<file path="config.mk">
export PLATFORM = sky130hd
export DESIGN_NAME = change_dispense_flat
export DESIGN_NICKNAME = d
export VERILOG_FILES = /design/src/rtl/change_dispense_if.sv /design/src/rtl/change_dispense.sv /design/src/flat_wrapper.sv
export SDC_FILE = /design/constraint.sdc
export NUM_CORES = 1
export LEC_CHECK = 0
export BUFFER_PORTS_ARGS = -buffer_cell sky130_fd_sc_hd__buf_2
export CAP_MARGIN = 20
export CORE_AREA = 2 2 99 101
export CTS_CLUSTER_DIAMETER = 30
export DETAILED_ROUTE_END_ITERATION = 8
export DIE_AREA = 0 0 101 103
export PLACE_DENSITY = 0.55
export SLEW_MARGIN = 10
export SYNTH_ARGS = -nofsm -noshare
export SYNTH_HDL_FRONTEND = slang
export SYNTH_SLANG_ARGS = --single-unit
</file>
<file path="constraint.sdc">
create_clock -name sys_clk -period 4.22 [get_ports sys_clk]
set_input_delay 0.844 -clock sys_clk [delete_from_list [all_inputs] [get_ports sys_clk]]
set_output_delay 0.844 -clock sys_clk [all_outputs]
set_load 0.05 [all_outputs]
</file>
<file path="src/rtl/change_dispense_if.sv">
// Request/status bundle for the change dispenser.
// With CHANGE_DISPENSE_ACK_EN the bundle also carries hopper_ack.
interface change_dispense_if;
    logic       start;
    logic [7:0] change_in;
    logic       coin10_out;
    logic       coin5_out;
    logic       busy;
    logic       done;
    logic       err;
    logic [7:0] remaining;
`ifdef CHANGE_DISPENSE_ACK_EN
    logic       hopper_ack;

    modport master (
        output start, change_in, hopper_ack,
        input  coin10_out, coin5_out, busy, done, err, remaining
    );
    modport slave (
        input  start, change_in, hopper_ack,
        output coin10_out, coin5_out, busy, done, err, remaining
    );
`else
    modport master (
        output start, change_in,
        input  coin10_out, coin5_out, busy, done, err, remaining
    );
    modport slave (
        input  start, change_in,
        output coin10_out, coin5_out, busy, done, err, remaining
    );
`endif
endinterface

</file>
<file path="src/rtl/change_dispense.sv">
// Coin hopper driver: pays an amount out as 10-unit then 5-unit pulses.
// Optional CHANGE_DISPENSE_ACK_EN waits for hopper_ack after each coin.
module change_dispense #(
    parameter int PULSE_CYC = 100000,
    parameter int GAP_CYC   = 100000
) (
    input  logic             sys_clk,
    input  logic             sys_rst_n,
    change_dispense_if.slave bus
);

    localparam int MAXC = (PULSE_CYC > GAP_CYC) ? PULSE_CYC : GAP_CYC;
    localparam int CW   = $clog2(MAXC + 1);
    localparam logic [CW-1:0] P_LD = CW'(PULSE_CYC - 1);
    localparam logic [CW-1:0] G_LD = CW'(GAP_CYC - 1);

`ifdef CHANGE_DISPENSE_ACK_EN
    typedef enum logic [2:0] {
        IDLE, CHECK, PULSE, GAP, FINISH, WAIT_ACK
    } state_t;
`else
    typedef enum logic [2:0] {
        IDLE, CHECK, PULSE, GAP, FINISH
    } state_t;
`endif

    state_t        state_q, state_d;
    logic [CW-1:0] cnt_q, cnt_d;
    logic [7:0]    rem_q, rem_d;
    logic          c10_q, c10_d;
    logic          c5_q, c5_d;
    logic          busy_q, busy_d;
    logic          done_q, done_d;
    logic          err_q, err_d;

    state_t        pick_st;
    logic          pick_c10;
    logic          pick_c5;

    // Next coin choice from the amount left; shared by CHECK and GAP exit.
    always_comb begin
        pick_st  = FINISH;
        pick_c10 = 1'b0;
        pick_c5  = 1'b0;
        if (rem_q >= 8'd10) begin
            pick_st  = PULSE;
            pick_c10 = 1'b1;
        end else if (rem_q == 8'd5) begin
            pick_st  = PULSE;
            pick_c5  = 1'b1;
        end
    end

    always_comb begin
        state_d = state_q;
        cnt_d   = cnt_q;
        rem_d   = rem_q;
        c10_d   = 1'b0;
        c5_d    = 1'b0;
        busy_d  = busy_q;
        done_d  = 1'b0;
        err_d   = 1'b0;
        unique case (state_q)
            IDLE: begin
                if (bus.start) begin
                    rem_d   = bus.change_in;
                    state_d = CHECK;
                    busy_d  = 1'b1;
                    cnt_d   = '0;
                end
            end
            CHECK: begin
                if ((rem_q % 8'd5) != 8'd0) begin
                    err_d   = 1'b1;
                    rem_d   = 8'd0;
                    busy_d  = 1'b0;
                    state_d = IDLE;
                end else begin
                    state_d = pick_st;
                    c10_d   = pick_c10;
                    c5_d    = pick_c5;
                    cnt_d   = (pick_st == PULSE) ? P_LD : '0;
                end
            end
            PULSE: begin
                if (cnt_q == '0) begin
                    rem_d = c10_q ? rem_q - 8'd10 : rem_q - 8'd5;
`ifdef CHANGE_DISPENSE_ACK_EN
                    state_d = WAIT_ACK;
                    cnt_d   = '0;
`else
                    state_d = GAP;
                    cnt_d   = G_LD;
`endif
                end else begin
                    cnt_d = cnt_q - CW'(1);
                    c10_d = c10_q;
                    c5_d  = c5_q;
                end
            end
`ifdef CHANGE_DISPENSE_ACK_EN
            WAIT_ACK: begin
                if (bus.hopper_ack) begin
                    state_d = GAP;
                    cnt_d   = G_LD;
                end
            end
`endif
            GAP: begin
                if (cnt_q == '0) begin
                    state_d = pick_st;
                    c10_d   = pick_c10;
                    c5_d    = pick_c5;
                    cnt_d   = (pick_st == PULSE) ? P_LD : '0;
                end else begin
                    cnt_d = cnt_q - CW'(1);
                end
            end
            FINISH: begin
                done_d  = 1'b1;
                busy_d  = 1'b0;
                state_d = IDLE;
                cnt_d   = '0;
            end
            default: begin
                state_d = IDLE;
                busy_d  = 1'b0;
                cnt_d   = '0;
            end
        endcase
    end

    always_ff @(posedge sys_clk or negedge sys_rst_n) begin
        if (!sys_rst_n) begin
            state_q <= IDLE;
            cnt_q   <= '0;
            rem_q   <= 8'd0;
            c10_q   <= 1'b0;
            c5_q    <= 1'b0;
            busy_q  <= 1'b0;
            done_q  <= 1'b0;
            err_q   <= 1'b0;
        end else begin
            state_q <= state_d;
            cnt_q   <= cnt_d;
            rem_q   <= rem_d;
            c10_q   <= c10_d;
            c5_q    <= c5_d;
            busy_q  <= busy_d;
            done_q  <= done_d;
            err_q   <= err_d;
        end
    end

    assign bus.coin10_out = c10_q;
    assign bus.coin5_out  = c5_q;
    assign bus.busy       = busy_q;
    assign bus.done       = done_q;
    assign bus.err        = err_q;
    assign bus.remaining  = rem_q;

endmodule

</file>
<file path="src/flat_wrapper.sv">
// flat-port wrapper written by rule: the top's interface ports become plain ports
module change_dispense_flat 
#(
    parameter int PULSE_CYC = 100000,
    parameter int GAP_CYC   = 100000
)
  (sys_clk, sys_rst_n, bus_start, bus_change_in, bus_coin10_out, bus_coin5_out, bus_busy, bus_done, bus_err, bus_remaining);
  change_dispense_if bus_i ();
  input  logic sys_clk;
  input  logic sys_rst_n;
  input wire logic [$bits(bus_i.start)-1:0] bus_start;
  input wire logic [$bits(bus_i.change_in)-1:0] bus_change_in;
  output wire logic [$bits(bus_i.coin10_out)-1:0] bus_coin10_out;
  output wire logic [$bits(bus_i.coin5_out)-1:0] bus_coin5_out;
  output wire logic [$bits(bus_i.busy)-1:0] bus_busy;
  output wire logic [$bits(bus_i.done)-1:0] bus_done;
  output wire logic [$bits(bus_i.err)-1:0] bus_err;
  output wire logic [$bits(bus_i.remaining)-1:0] bus_remaining;
  assign bus_i.start = bus_start;
  assign bus_i.change_in = bus_change_in;
  assign bus_coin10_out = bus_i.coin10_out;
  assign bus_coin5_out = bus_i.coin5_out;
  assign bus_busy = bus_i.busy;
  assign bus_done = bus_i.done;
  assign bus_err = bus_i.err;
  assign bus_remaining = bus_i.remaining;
  change_dispense #(.PULSE_CYC(PULSE_CYC), .GAP_CYC(GAP_CYC)) u_core (.sys_clk(sys_clk), .sys_rst_n(sys_rst_n), .bus(bus_i));
endmodule
</file>
### Word-level counts from Yosys, hierarchy flattened

Index checks and enable logic that the tools add are counted.

* register bits: 33
* output and inout port bits: 13
* word-level logic and storage cells: 68

* add/subtract/negate cells: 3
* div/mod/pow operators: 1
* $lt $le $gt $ge: 1
* eq/ne operators: 11
* mux-type cells: 34
* bitwise logic cells: 1
* reduce and logical (&&, ||, !) cells: 9

Operator list (count)
* 2-to-1 mux 17 bit: 5
* case mux 17 bit (4 select lines): 1
* 2-to-1 mux 8 bit: 4
* case mux 8 bit (3 select lines): 1
* 2-to-1 mux 3 bit: 6
* logical NOT 17 bit: 1
* subtractor 17 x 1 -> 17 bit, second input constant: 1
* 2-to-1 mux 1 bit: 13
* case mux 3 bit (4 select lines): 1
* equality test 3 x 2 -> 1 bit, second input constant: 3
* case mux 1 bit (3 select lines): 3
* equality test 8 x 3 -> 1 bit, second input constant: 1
* greater-or-equal comparator 8 x 4 -> 1 bit, second input constant: 1
* remainder unit 8 x 3 -> 8 bit, second input constant: 1
* nonzero test 8 bit: 1
* subtractor 8 x 3 -> 8 bit, second input constant: 1
* subtractor 8 x 4 -> 8 bit, second input constant: 1
* inequality test 2 x 1 -> 1 bit, second input constant: 3
* AND reduction 3 bit: 2
* inequality test 2 bit, second input constant: 2
* AND reduction 4 bit: 1
* equality test 3 x 1 -> 1 bit, second input constant: 1
* equality test 3 bit, second input constant: 1
* logical NOT 3 bit: 1
* 4 further kinds: 4

### Logic depth before layout (Yosys ltp)

Gate-level depths: netlist of the first run.

* depth after elaboration: 7
* depth in mapped cells: 15

### Least setup slack after synthesis of the first run

No wires, ideal clock.

* path type: reg2reg
* start: register u_core.rem_q[2] (netlist: u_core.bus.remaining[2])
* end: register u_core.cnt_q[6]
* arrival time: 3545 ps
* path slack: 545 ps
* stages on the path, launching flop included: 16
* period minus slack after synthesis: 3675 ps
* cells stage by stage: dfrtp_1 buf_2 or3_1 o2bb2ai_1 a32o_1 or3_1 and2_1 inv_1 ha_1 a21oi_1 o21a_1 o31a_1 o31ai_4 and2_4 buf_6 o211ai_1

* word-level cells in the longest chain between the ends: 4

Ends and longest elaborated chain
* start, declared: RTL line change_dispense.sv:29 `logic [7:0] rem_q, rem_d;`
* start signal, assigned: RTL line change_dispense.sv:146 `rem_q <= rem_d;`
* remainder unit 8 x 3 -> 8 bit: RTL line change_dispense.sv:73 `if ((rem_q % 8'd5) != 8'd0) begin`
* nonzero test 8 bit: RTL line change_dispense.sv:73
* inequality test 2 bit (no line)
* AND reduction 2 bit (no line)
* end signal, assigned: RTL line change_dispense.sv:145 `cnt_q <= cnt_d;`
* end, declared: RTL line change_dispense.sv:28 `logic [CW-1:0] cnt_q, cnt_d;`

No other way between the ends.
A chain may end at the register's enable or synchronous reset.

### Worst setup path after layout of the first run

* start: register u_core.cnt_q[0]
* end: register u_core.rem_q[7] (netlist: u_core.bus.remaining[7])

* word-level cells in the longest chain between the ends: 3

Ends and longest elaborated chain
* logical NOT 17 bit: RTL line change_dispense.sv:86 `if (cnt_q == '0) begin`
* inequality test 2 x 1 -> 1 bit (no line)
* AND reduction 4 bit (no line)

No other way between the ends.

==> impl_results.md, run 1 <==
* Clock slew at reported path FFs at 60 ps
* Cell count after synthesis at 341
* Post-synth EDFFs at 0
* Antenna violations before repair at 0
* Reg-to-reg setup timing slack at 320 ps
* Routed Antenna Nets at 0
* Vias/cell at 5.46
* Async SR Flop Fraction at 100%
* Setup CP Type: reg -> reg
* Required time of the critical path at 4390 ps
* Worst-case clock buffer depth at 2
* GR Util All Layers at 14.0%
* Fmax at 257 MHz
* Seq cells post-synth at 33
* Lkg Pwr at 1.34 nW
* First-pass GRT wire length at 11800 µm
* Startpoint Class: flop
* Fin worst setup slack at 322 ps
* TritonCTS buffer count at 5
* Yosys warning count at 0
* Buffers added on ports at 23
* Fin Clk Skew at 3.39 ps
* Actual slew at the worst max-slew pin at 881 ps
* Post_cts resized at 0
* Setup tns final at 0 ps
* CTS tree: built
* Wirelength per Cell at 15.0 µm
* DIE AREA at 10400 µm²
* Core footprint at 9460 µm²
* Post-route clock period utilization at 92.4%
* Worst EP arrival at 4070 ps
* Most used DFF post-synth: dfrtp_1
* Peak supply drop at 339 µV
* Clock Latency Late Sink at 280 ps
* Largest net degree at the start of global routing at 34
* Final hold violations at 0
* Die Ht at 103 µm
* Num rows at 36
* Number of global-route vias before repair at 2308
* Most common cell after layout, fill and taps aside: dfrtp_1
* Area delta synth->final at 11.6%
* Dpl ws at 394 ps
* Clk root buf: clkbuf_8
* Placer Congestion at 0.912
* Overall Power at 2.28 mW
* Routed vias at 2578
* Starting Density at 29.0%
* Slew headroom at 41.0%
* IO Pins at 24
* Worst min-delay path class: reg -> reg
* Setup violators final at 0
* Syn_nets at 362
* H-tree depth at 2
* Register area share after synthesis at 30.1%
* Cts hold-fix bufs at 0
* Fin crit period at 3900 ps
* Antenna cells at 0
* Drt first pass iters at 5
* MaxCap Viol Count at 0
* HPWL after detailed placement at 5250 µm
* Final wirelength at 7090 µm
* Mapped Area at 2750 µm²
* First DRT Iteration DRCs at 147
* Die X at 101 µm
* DRC at 0
* Most frequent cells in the layout: dfrtp_1 (33), nor2_1 (31), nand2_1 (30)
* Fraction of layout instances using a drive strength above 1 at 15.6%
* Outcome: complete, no violations
* Num Clock Sinks at 33
* Number of library cell types mapped by synthesis at 67
* Grt total ovfl at 0
* Unrepaired setup endpoints after global routing: no
* Max FO, Critical Path at 10
* PwrDens at 743 nW/µm²
* Critical Path End Type: flop
* Slew Limit Fails at 0
* Nets at 378
* Mean Syn Cell Area at 8.06 µm²
* Post-CTS Setup Inserts at 0
[worst max-delay path, stage by stage, from the launching register on]
cell and delay [ps]:
dfrtp_1 390, inv_1 90, ha_1 190, nor4b_1 440, nand2b_1 150, or3_1 380, or4_4 460, or3_4 410
nor2_4 240, a21oi_1 130, nand2b_1 300, and2_1 350, o221a_4 260
[synthesized netlist by cell type, drive strengths merged, types with 10 or more instances]
master  number  area [µm²]
dfrtp       33         826
nor2        32         128
nand2       30         113
a21oi       28         140
o21ai       24         120
a31oi       16         100
inv         16        60.1
clkbuf      12        45.0
or3         12        80.1
ha          10         125
[layout make-up]
cell class	count	area (µm²)
tap	114	143
timing repair buffer	29	160
fill	1002	6390
sequential	33	826
clock buffer	7	86.3
clock inverter	1	30.0
multi-input combinational	272	1760
inverter	16	60.1
[through the flow]
stage	hold slack, ps	util, %	cell area (µm²)	instances
floorplan	440	-	2750	341
global placement	467	31.2	2950	464
detailed placement	467	31.2	2950	464
CTS	477	32.4	3070	472
global route	493	32.4	3070	472
finish	488	32.4	3070	472
[flip-flops by register name, indices dropped and copies added (netlist names)]
signal	flops
u_core.cnt_q	17
u_core.bus.coin5_out	1
u_core.bus.busy	1
u_core.bus.err	1
u_core.bus.coin10_out	1
u_core.bus.done	1
u_core.state_q	3
u_core.bus.remaining	8
[kinds of logic (layout without fill, tap and decap cells)]
family | Yosys count | in the layout | synth area share [%]
and+or+nand+nor | 133 | 133 | 26.2
AOI/OAI and AO/OA | 115 | 115 | 28.4
buffers and inverters | 36 | 53 | 5.87
DFF | 33 | 33 | 30.1
adders and majority gates | 10 | 10 | 4.55
xor gates and xnor gates | 9 | 9 | 3.14
muxes | 5 | 5 | 1.82
[where the power goes]
group	internal (mW)	leakage, nW	switching [mW]
Sequential	0.425	0.404	0.154
Combinational	0.563	0.874	0.834
Clock	0.192	0.0585	0.109
[layer usage]
| layer | up-vias | global-route usage [%] | share of wire (%) |
|---|---|---|---|
| li1 | 1297 | - | - |
| met1 | 1198 | 20.1 | 46 |
| met2 | 72 | 22.5 | 48 |
| met3 | 11 | 1.83 | 4.2 |
| met4 | 0 | 3.33 | 1.3 |
| met5 | - | 0 | 0 |
[final timing paths]
check	start	to	cells after the start
hold / removal	u_core.cnt_q[14]	u_core.cnt_q[14]	1
setup / recovery	u_core.cnt_q[0]	u_core.bus.remaining[7]	12
setup reg to reg	u_core.cnt_q[0]	u_core.bus.remaining[7]	12
min in group asynchronous	sys_rst_n	u_core.cnt_q[2]	1
hold reg to reg	u_core.cnt_q[14]	u_core.cnt_q[14]	1
max in group asynchronous	sys_rst_n	u_core.bus.remaining[3]	1
Power figures use the tool's default switching activity.
==> run 2: changes to the inputs <==
MAX_ROUTING_LAYER = met4   (was unset)
==> impl_results.md, run 2 (synthesis gave the netlist of run 1 again) <==
* Critical Path End Type: flop (unchanged)
* Slew headroom at 39.3% (was 41.0%)
* Most frequent cells in the layout: dfrtp_1 (33), nor2_1 (31), nand2_1 (30) (unchanged)
* Die Ht at 103 µm (unchanged)
* Num rows at 36 (unchanged)
* Final wirelength at 7090 µm (about the same)
* Drt first pass iters at 5 (unchanged)
* Routed Antenna Nets at 0 (unchanged)
* Grt total ovfl at 0 (unchanged)
* Clock Latency Late Sink at 280 ps (about the same)
* Fin Clk Skew at 3.39 ps (about the same)
* Slew Limit Fails at 0 (unchanged)
* Most common cell after layout, fill and taps aside: dfrtp_1 (unchanged)
* Biggest register: u_core.cnt_q (unchanged)
* Vias/cell at 5.46 (about the same)
* GR Util All Layers at 14.5% (was 14.0%)
* Die X at 101 µm (unchanged)
* Lkg Pwr at 1.34 nW (unchanged)
* GR met2 Demand/Resource at 22.4% (was 22.5%)
* Placed cell areas at 2950 µm² (unchanged)
* Setup violators final at 0 (unchanged)
* Antenna violations before repair at 0 (unchanged)
* Fin worst setup slack at 344 ps (was 322 ps)
* Fraction of layout instances using a drive strength above 1 at 15.6% (unchanged)
* Flop pwr share at 25.4% (about the same)
* Peak supply drop at 339 µV (about the same)
* Gr busiest metal: met2 (unchanged)
* Core footprint at 9460 µm² (unchanged)
* Clock network power share at 13.3% (was 13.2%)
* Fin crit period at 3880 ps (was 3900 ps)
* Post-CTS Setup Inserts at 0 (unchanged)
* Post_cts resized at 0 (unchanged)
* Clock slew at reported path FFs at 60 ps (about the same)
* Max FO, Critical Path at 10 (unchanged)
* Cts hold-fix bufs at 0 (unchanged)
* Required time of the critical path at 4390 ps (about the same)
* Max reg flops at 17 (unchanged)
* Final hold violations at 0 (unchanged)
* Startpoint Class: flop (unchanged)
* Fmax at 258 MHz (was 257 MHz)
* Post-route clock period utilization at 91.8% (was 92.4%)
* Met1 GRT Util at 20.3% (was 20.1%)
* MaxCap Viol Count at 0 (unchanged)
* TritonCTS buffer count at 5 (unchanged)
* Clk root buf: clkbuf_8 (unchanged)
* Worst-case clock buffer depth at 2 (unchanged)
* DIE AREA at 10400 µm² (unchanged)
* Slowest-stage cell, CP: or4_4 (unchanged)
* Actual slew at the worst max-slew pin at 907 ps (was 881 ps)
* Num Clock Sinks at 33 (unchanged)
* Unrepaired setup endpoints after global routing: no (unchanged)
* IO Pins at 24 (unchanged)
* Worst EP arrival at 4050 ps (was 4070 ps)
* Placer Congestion at 0.928 (was 0.912)
* Nets at 378 (unchanged)
* Met3 Use GR at 1.83% (unchanged)
* Worst min-delay path class: reg -> reg (unchanged)
* CTS tree: built (unchanged)
* Top cell by count, worst path: nand2b_1 (unchanged)
* Largest net degree at the start of global routing at 34 (unchanged)
* Number of global-route vias before repair at 2301 (was 2308)
* CP peak stage delay at 460 ps (about the same)
* Internal Power at 1.18 mW (about the same)
* Buffers added on ports at 23 (unchanged)
* Setup CP Type: reg -> reg (unchanged)
* Psw at 1.10 mW (about the same)
* DRC at 0 (unchanged)
* Area delta synth->final at 11.6% (unchanged)
* Antenna cells at 0 (unchanged)
* Crit path cell chain: inv_1 -> ha_1 -> nor4b_1 -> nand2b_1 -> or3_1 -> or4_4 -> or3_4 -> nor2_4 -> a21oi_1 -> nand2b_1 -> and2_1 -> o221a_4 (unchanged)
* Wirelength per Cell at 15.0 µm (about the same)
* Outcome: complete, no violations (unchanged)
* PwrDens at 744 nW/µm² (was 743 nW/µm²)
* Routed vias at 2577 (was 2578)
* HPWL after detailed placement at 5250 µm (unchanged)
* Combinational share of power at 61.3% (about the same)
* Sw Share at 48.2% (about the same)
* Dpl ws at 394 ps (unchanged)
* H-tree depth at 2 (unchanged)
* Starting Density at 29.0% (unchanged)
* Post-route cell area at 3070 µm² (unchanged)
* Setup tns final at 0 ps (unchanged)
* First DRT Iteration DRCs at 167 (was 147)
* First-pass GRT wire length at 11800 µm (about the same)
-- run 2: layer usage --
layer	routed length (µm)	up-vias	share of wire, %
met5	0	-	0
met4	72	0	1.0
met3	266	9	3.8
met2	3420	48	48
met1	3330	1221	47
li1	-	1299	-
-- run 2: final cells by class --
cell class	instances	area, µm²
flip-flops and latches	33	826
inverters	16	60.1
clock inverters	1	30.0
fillers	1002	6390
clock buffers	7	86.3
repair buffers	29	160
multi-input cells	272	1760
well taps	114	143
-- run 2: worst paths after layout --
kind	cells after the start	from	slack [ps]	to
max	12	u_core.cnt_q[0]	340	u_core.bus.remaining[7]
min	1	u_core.cnt_q[14]	490	u_core.cnt_q[14]
max reg2reg	12	u_core.cnt_q[0]	340	u_core.bus.remaining[7]
min reg2reg	1	u_core.cnt_q[14]	490	u_core.cnt_q[14]
max in group asynchronous	1	sys_rst_n	3130	u_core.bus.remaining[3]
min in group asynchronous	1	sys_rst_n	620	u_core.cnt_q[2]
-- run 2: worst max-delay path, delay by kind of cell, from the launching register on --
| kind | cells | cell delay (ps) |
|---|---|---|
| buffers and inverters | 1 | 90 |
| AND/OR/NAND/NOR | 8 | 2700 |
| flip-flops | 1 | 390 |
| AO/OA/AOI/OAI | 2 | 390 |
| adder cells (fa/ha/maj) | 1 | 190 |
-- run 2: metrics by stage --
step | utilization [%] | hold slack, ps | power [mW] | instances
floorplan | - | 440 | 1.65 | 341
detailed placement | 31.2 | 467 | 1.97 | 464
global route | 32.4 | 493 | 2.49 | 472
global placement | 31.2 | 467 | 1.97 | 464
CTS | 32.4 | 477 | 2.29 | 472
finish | 32.4 | 488 | 2.28 | 472
-- run 2: power groups by stage --
stage / Combinational [mW] / Clock [mW] / Sequential, mW
floorplan: 1.02 / 0 / 0.627
global placement: 1.39 / 0 / 0.581
detailed placement: 1.39 / 0 / 0.581
CTS: 1.40 / 0.314 / 0.575
global route: 1.57 / 0.330 / 0.599
finish: 1.40 / 0.302 / 0.580
